[src/rtl/rr_arb_nmux.sv]
// rtl/rr_arb_nmux.sv - M-channel round-robin arbitrating mux with a registered output stage
// Optional burst locking is enabled by defining RR_ARB_NMUX_LOCK_EN (adds the in_last port).
module rr_arb_nmux #(
  parameter int N = 32,
  parameter int M = 4
) (
  input  logic           clk,
  input  logic           rst_n,
  input  logic [M*N-1:0] in_data,
  input  logic [M-1:0]   in_valid,
  output logic [M-1:0]   in_ready,
`ifdef RR_ARB_NMUX_LOCK_EN
  input  logic [M-1:0]   in_last,
`endif
  output logic [N-1:0]   out_data,
  output logic           out_valid,
  input  logic           out_ready,
  output logic [$clog2(M)-1:0] out_sel
);

  localparam int SW = $clog2(M);

  logic [N-1:0]  out_data_q, out_data_d;
  logic          out_valid_q, out_valid_d;
  logic [SW-1:0] out_sel_q, out_sel_d;
  logic [SW-1:0] last_q, last_d;
  logic          lock_q, lock_d;

  logic [N-1:0]  ch_data [M];
  logic          can_load;
  logic          win_found;
  logic [SW-1:0] win_idx;
  logic          load;

  for (genvar i = 0; i < M; i++) begin : g_unpack
    assign ch_data[i] = in_data[i*N +: N];
  end

  assign can_load = !out_valid_q || out_ready;

  // Search starts one past the last granted channel; a held lock pins the search to last_q.
  always_comb begin
    int            c;
    logic [SW-1:0] idx;
    win_found = 1'b0;
    win_idx   = '0;
    c         = 0;
    idx       = '0;
    if (lock_q) begin
      if (in_valid[last_q]) begin
        win_found = 1'b1;
        win_idx   = last_q;
      end
    end else begin
      for (int k = 1; k <= M; k++) begin
        c   = (int'(last_q) + k) % M;
        idx = SW'(c);
        if (!win_found && in_valid[idx]) begin
          win_found = 1'b1;
          win_idx   = idx;
        end
      end
    end
  end

  assign load = can_load && win_found && rst_n;

  always_comb begin
    in_ready = '0;
    if (load) begin
      in_ready[win_idx] = 1'b1;
    end
  end

  always_comb begin
    out_data_d  = out_data_q;
    out_valid_d = out_valid_q;
    out_sel_d   = out_sel_q;
    last_d      = last_q;
    lock_d      = lock_q;
    if (load) begin
      out_data_d  = ch_data[win_idx];
      out_valid_d = 1'b1;
      out_sel_d   = win_idx;
      last_d      = win_idx;
`ifdef RR_ARB_NMUX_LOCK_EN
      lock_d      = !in_last[win_idx];
`else
      lock_d      = 1'b0;
`endif
    end else if (can_load) begin
      out_valid_d = 1'b0;
    end
  end

  always_ff @(posedge clk or negedge rst_n) begin
    if (!rst_n) begin
      out_data_q  <= '0;
      out_valid_q <= 1'b0;
      out_sel_q   <= '0;
      last_q      <= SW'(M - 1);
      lock_q      <= 1'b0;
    end else begin
      out_data_q  <= out_data_d;
      out_valid_q <= out_valid_d;
      out_sel_q   <= out_sel_d;
      last_q      <= last_d;
      lock_q      <= lock_d;
    end
  end

  assign out_data  = out_data_q;
  assign out_valid = out_valid_q;
  assign out_sel   = out_sel_q;

endmodule
[config.mk]
export PLATFORM = sky130hd
export DESIGN_NAME = rr_arb_nmux
export DESIGN_NICKNAME = d
export VERILOG_FILES = /design/src/rtl/rr_arb_nmux.sv
export SDC_FILE = /design/constraint.sdc
export NUM_CORES = 1
export LEC_CHECK = 0
export CAP_MARGIN = 0
export CORE_MARGIN = 10
export CORE_UTILIZATION = 37
export CTS_CLUSTER_SIZE = 10
export DETAILED_ROUTE_END_ITERATION = 16
export GPL_ROUTABILITY_DRIVEN = 0
export GPL_TIMING_DRIVEN = 0
export HOLD_SLACK_MARGIN = 0.15
export PLACE_DENSITY = 0.85
export SLEW_MARGIN = 20
export SYNTH_ARGS = -nofsm -noshare
export SYNTH_HDL_FRONTEND = slang
export SYNTH_SLANG_ARGS = --single-unit
[constraint.sdc]
create_clock -name clk -period 2.6 [get_ports clk]
set_input_delay 0.65 -clock clk [delete_from_list [all_inputs] [get_ports clk]]
set_output_delay 0.65 -clock clk [all_outputs]
set_load 0.03 [all_outputs]
==> impl_summary.txt <==
----------------------------------------------------
[Status]
  Result of the run ... completed

[Pwr]
  Worst-case vdd ir drop ... 0.000274 V
  Static leakage power ... 2.00 nW
  PD cells ... 648 mW/mm²

[Timing]
  Final Critical Period ... 2570 ps
  Final cycle utilization of the critical path ... 0.989
  Clock Skew ... 7.47 ps
  RSZ-0062 raised after global routing ... yes
  Worst Tran Pin Value ... 520 ps
  Relative max-transition margin ... 0.653
  Final hold violation count ... 0
  Number of max-slew violations in the final report ... 0
  FMAX ... 389 MHz
  Number of failing setup endpoints in the final timing report ... 0

[Hold path]
  Path category of the worst min-delay check ... input pin to async pin

[Floorplan]
  Core region area ... 0.00683 mm²
  Row Count ... 30
  Initial Util ... 0.385
  Vert. Die Dim ... 104 µm
  Die width ... 104 µm
  Top Ports ... 174
  Die Area ... 0.0109 mm²

[Global routing]
  Antenna violations before repair ... 0
  Maximum number of pins on one net before global-route repair ... 23
  Tot GR Track Use ... 0.189
  Global-route wire length before repair ... 16.8 mm
  Via count of the first global-routing pass ... 3,100
  Overflow left after global routing ... 0
  Highest-utilization routing layer at the global route stage ... met2
  Met2 demand-to-capacity share in global routing ... 0.329
  Routing usage on met1 ... 0.221
  Met3 demand-to-capacity share in global routing ... 0.0564

[CTS]
  TritonCTS clock tree ... yes
  Clock Pin Slew Worst Setup and Hold Paths ... 80 ps
  Inserted Clock Buffers ... 5
  Number of hold-repair buffers added at the cts stage ... 0
  Clock Latency Late Sink ... 290 ps
  Clock Tree Buf Depth ... 2
  Clock tree sinks ... 37
  Depth of the CTS H-tree ... 2
  Buffer cell driving the clock tree root ... sky130_fd_sc_hd__clkbuf_8

[Critical path]
  Chain of cells forming the critical path ... clkdlybuf4s15_2, or4_4, and3_4, and3_1, buf_6
  Crit path max fanout ... 4
  Nature of the critical path endpoint ... primary output
  Critical Path Source Type ... input pin
  CP max-delay cell ... sky130_fd_sc_hd__or4_4
  Arrival time at the worst endpoint ... 1920 ps
  Class of the most critical setup path ... input pin to primary output
  Critical path's largest stage delay ... 520 ps
  Worst endpoint required time ... 1950 ps

[Routing]
  Wire length reported by the detailed router ... 10.8 mm
  Post-route antenna net violation count ... 0
  WL per Instance ... 18.9 µm
  Initial DRC count ... 75
  Residual DRC ... 0
  Vias after detailed routing ... 2,955
  Average via count per standard cell ... 5.17
  Pre-antenna DRT Iters ... 4

[Cells and area]
  Final instance area ... 0.00469 mm²
  Filler Cell Count ... 569
  Fin nets ... 610
  Share of layout cells above drive strength 1 ... 0.116
  Count of inserted antenna diode cells ... 0
  Core utilization of the finished layout ... 0.686
  Final instance count without filler cells ... 572
  Synthesis-to-finish area growth ... 78.3%

[Placement]
  Total of buffers placed on input and output ports ... 173
  Placed cells ... 556
  Post-Place Cell Area ... 0.00451 mm²
  Estimated wirelength of the detail-placed design ... 8.49 mm

[Logic synthesis]
  Post-synthesis cell area ... 0.00263 mm²
  Synthesized flop and latch total ... 37
  Share of flip-flops with an asynchronous set or reset after synthesis ... 1.00
  Synth warn ... 0
  Sequential cell area fraction in the yosys report ... 0.353
  Post-synthesis net count ... 421
  Post-Syn Instances ... 286
  Unique masters post-synth ... 33
  Leading register cell type out of synthesis ... sky130_fd_sc_hd__dfrtp_1
  Count of flip-flops with a built-in enable after synthesis ... 0
  Synthesized area divided by synthesized cell count ... 9.19 µm²

[Flow run]
  Number of max-capacitance violations reported ... 0

----------------------------------------------------
through the flow:
step	power (mW)	worst slack, ps	hold WS, ps	setup TNS (ps)
floorplan	1.83	72.6	354	0
global placement	2.55	-2640	476	-63520
detailed placement	2.58	-1130	485	-4870
CTS	3.02	7.89	262	0
global route	3.20	-42.9	267	-72.9
finish	3.04	29.2	255	0
layout by cell type, fill, tap and decap left out, types with 3 or more instances in the layout:
master,Yosys,final
sky130_fd_sc_hd__clkdlybuf4s50_1,0,164
sky130_fd_sc_hd__dfrtp_1,35,35
sky130_fd_sc_hd__nand2_1,34,34
sky130_fd_sc_hd__mux2i_1,33,33
sky130_fd_sc_hd__and3_1,34,33
sky130_fd_sc_hd__a21boi_0,32,32
sky130_fd_sc_hd__o211ai_1,32,32
sky130_fd_sc_hd__o21ai_1,22,22
sky130_fd_sc_hd__buf_4,0,14
sky130_fd_sc_hd__clkbuf_1,12,12
sky130_fd_sc_hd__o21ai_0,10,10
sky130_fd_sc_hd__buf_2,7,7
sky130_fd_sc_hd__clkbuf_8,0,5
sky130_fd_sc_hd__buf_6,5,4
sky130_fd_sc_hd__a21oi_1,3,3
sky130_fd_sc_hd__nor2_1,3,3
sky130_fd_sc_hd__buf_12,2,3
sequential cells by signal, indices dropped and copies added, names as in the netlist:
name       count
out_data      32
out_sel        2
last_q         2
out_valid      1
power breakdown:
group          internal [mW]  total, mW  leakage, nW  switching (mW)
registers              0.760      0.860        0.452           0.100
clock network          0.186      0.412       0.0450           0.225
logic                  0.851       1.77         1.51           0.915
total                   1.80       3.04         2.00            1.24
metal layers:
layer,wire (µm),part of all wire
met5,0,0
met3,715,0.066
met2,5500,0.51
met4,104,0.0096
met1,4500,0.42
layout make-up:
cell class / count / area [µm²] / share of cell area
multi-input combinational: 222 / 1550 / 0.330
tap: 96 / 120 / 0.0256
buffer: 24 / 175 / 0.0374
clock inverter: 2 / 10.0 / 0.00214
clock buffer: 6 / 72.6 / 0.0155
sequential: 37 / 928 / 0.198
timing repair buffer: 185 / 1840 / 0.392
cell usage after synthesis, types with 2 or more instances:
| cell | n | area, µm² |
|---|---|---|
| sky130_fd_sc_hd__a21boi_0 | 32 | 240 |
| sky130_fd_sc_hd__a21oi_1 | 3 | 15.0 |
| sky130_fd_sc_hd__and3_1 | 34 | 213 |
| sky130_fd_sc_hd__buf_12 | 2 | 40.0 |
| sky130_fd_sc_hd__buf_2 | 7 | 35.0 |
| sky130_fd_sc_hd__buf_6 | 5 | 56.3 |
| sky130_fd_sc_hd__clkbuf_1 | 12 | 45.0 |
| sky130_fd_sc_hd__dfrtp_1 | 35 | 876 |
| sky130_fd_sc_hd__dfstp_2 | 2 | 52.6 |
| sky130_fd_sc_hd__mux2i_1 | 33 | 330 |
| sky130_fd_sc_hd__nand2_1 | 34 | 128 |
| sky130_fd_sc_hd__nor2_1 | 3 | 11.3 |
| sky130_fd_sc_hd__nor2b_1 | 2 | 12.5 |
| sky130_fd_sc_hd__o211ai_1 | 32 | 240 |
| sky130_fd_sc_hd__o21a_1 | 2 | 15.0 |
| sky130_fd_sc_hd__o21ai_0 | 10 | 50.1 |
| sky130_fd_sc_hd__o21ai_1 | 22 | 110 |
cell families after synthesis:
kind of cell,after synthesis,synth area share
AND/OR/NAND/NOR,83,0.172
flip-flops,37,0.353
AO/OA/AOI/OAI,105,0.275
multiplexers,33,0.126
buffers and inverters,28,0.0742
timing repair:
item                       4_1_cts  5_1_grt
resized for setup               44        2
pin swaps                        6        2
cloned                           0        1
buffers inserted                 6        5
setup endpoints to repair        4        3
path summary, 6_finish.rpt:
check | startpoint | cells past startpoint | slack [ps] | end
worst max-delay path | in_valid[1] | 5 | 30 | in_ready[0]
worst min-delay path | rst_n | 1 | 260 | out_sel[0]
worst max register to register | last_q[1] | 8 | 410 | out_data[18]
worst min register to register | out_data[19] | 2 | 500 | out_data[19]
max in group asynchronous | rst_n | 2 | 1930 | out_data[26]
min in group clk | out_data[19] | 2 | 500 | out_data[19]
worst max-delay path: cells and delay by family:
family,cells,cell delay (ps)
buffers and inverters,2,350
AND/OR/NAND/NOR,3,910
No activity file was read; power rests on OpenSTA's default activity.
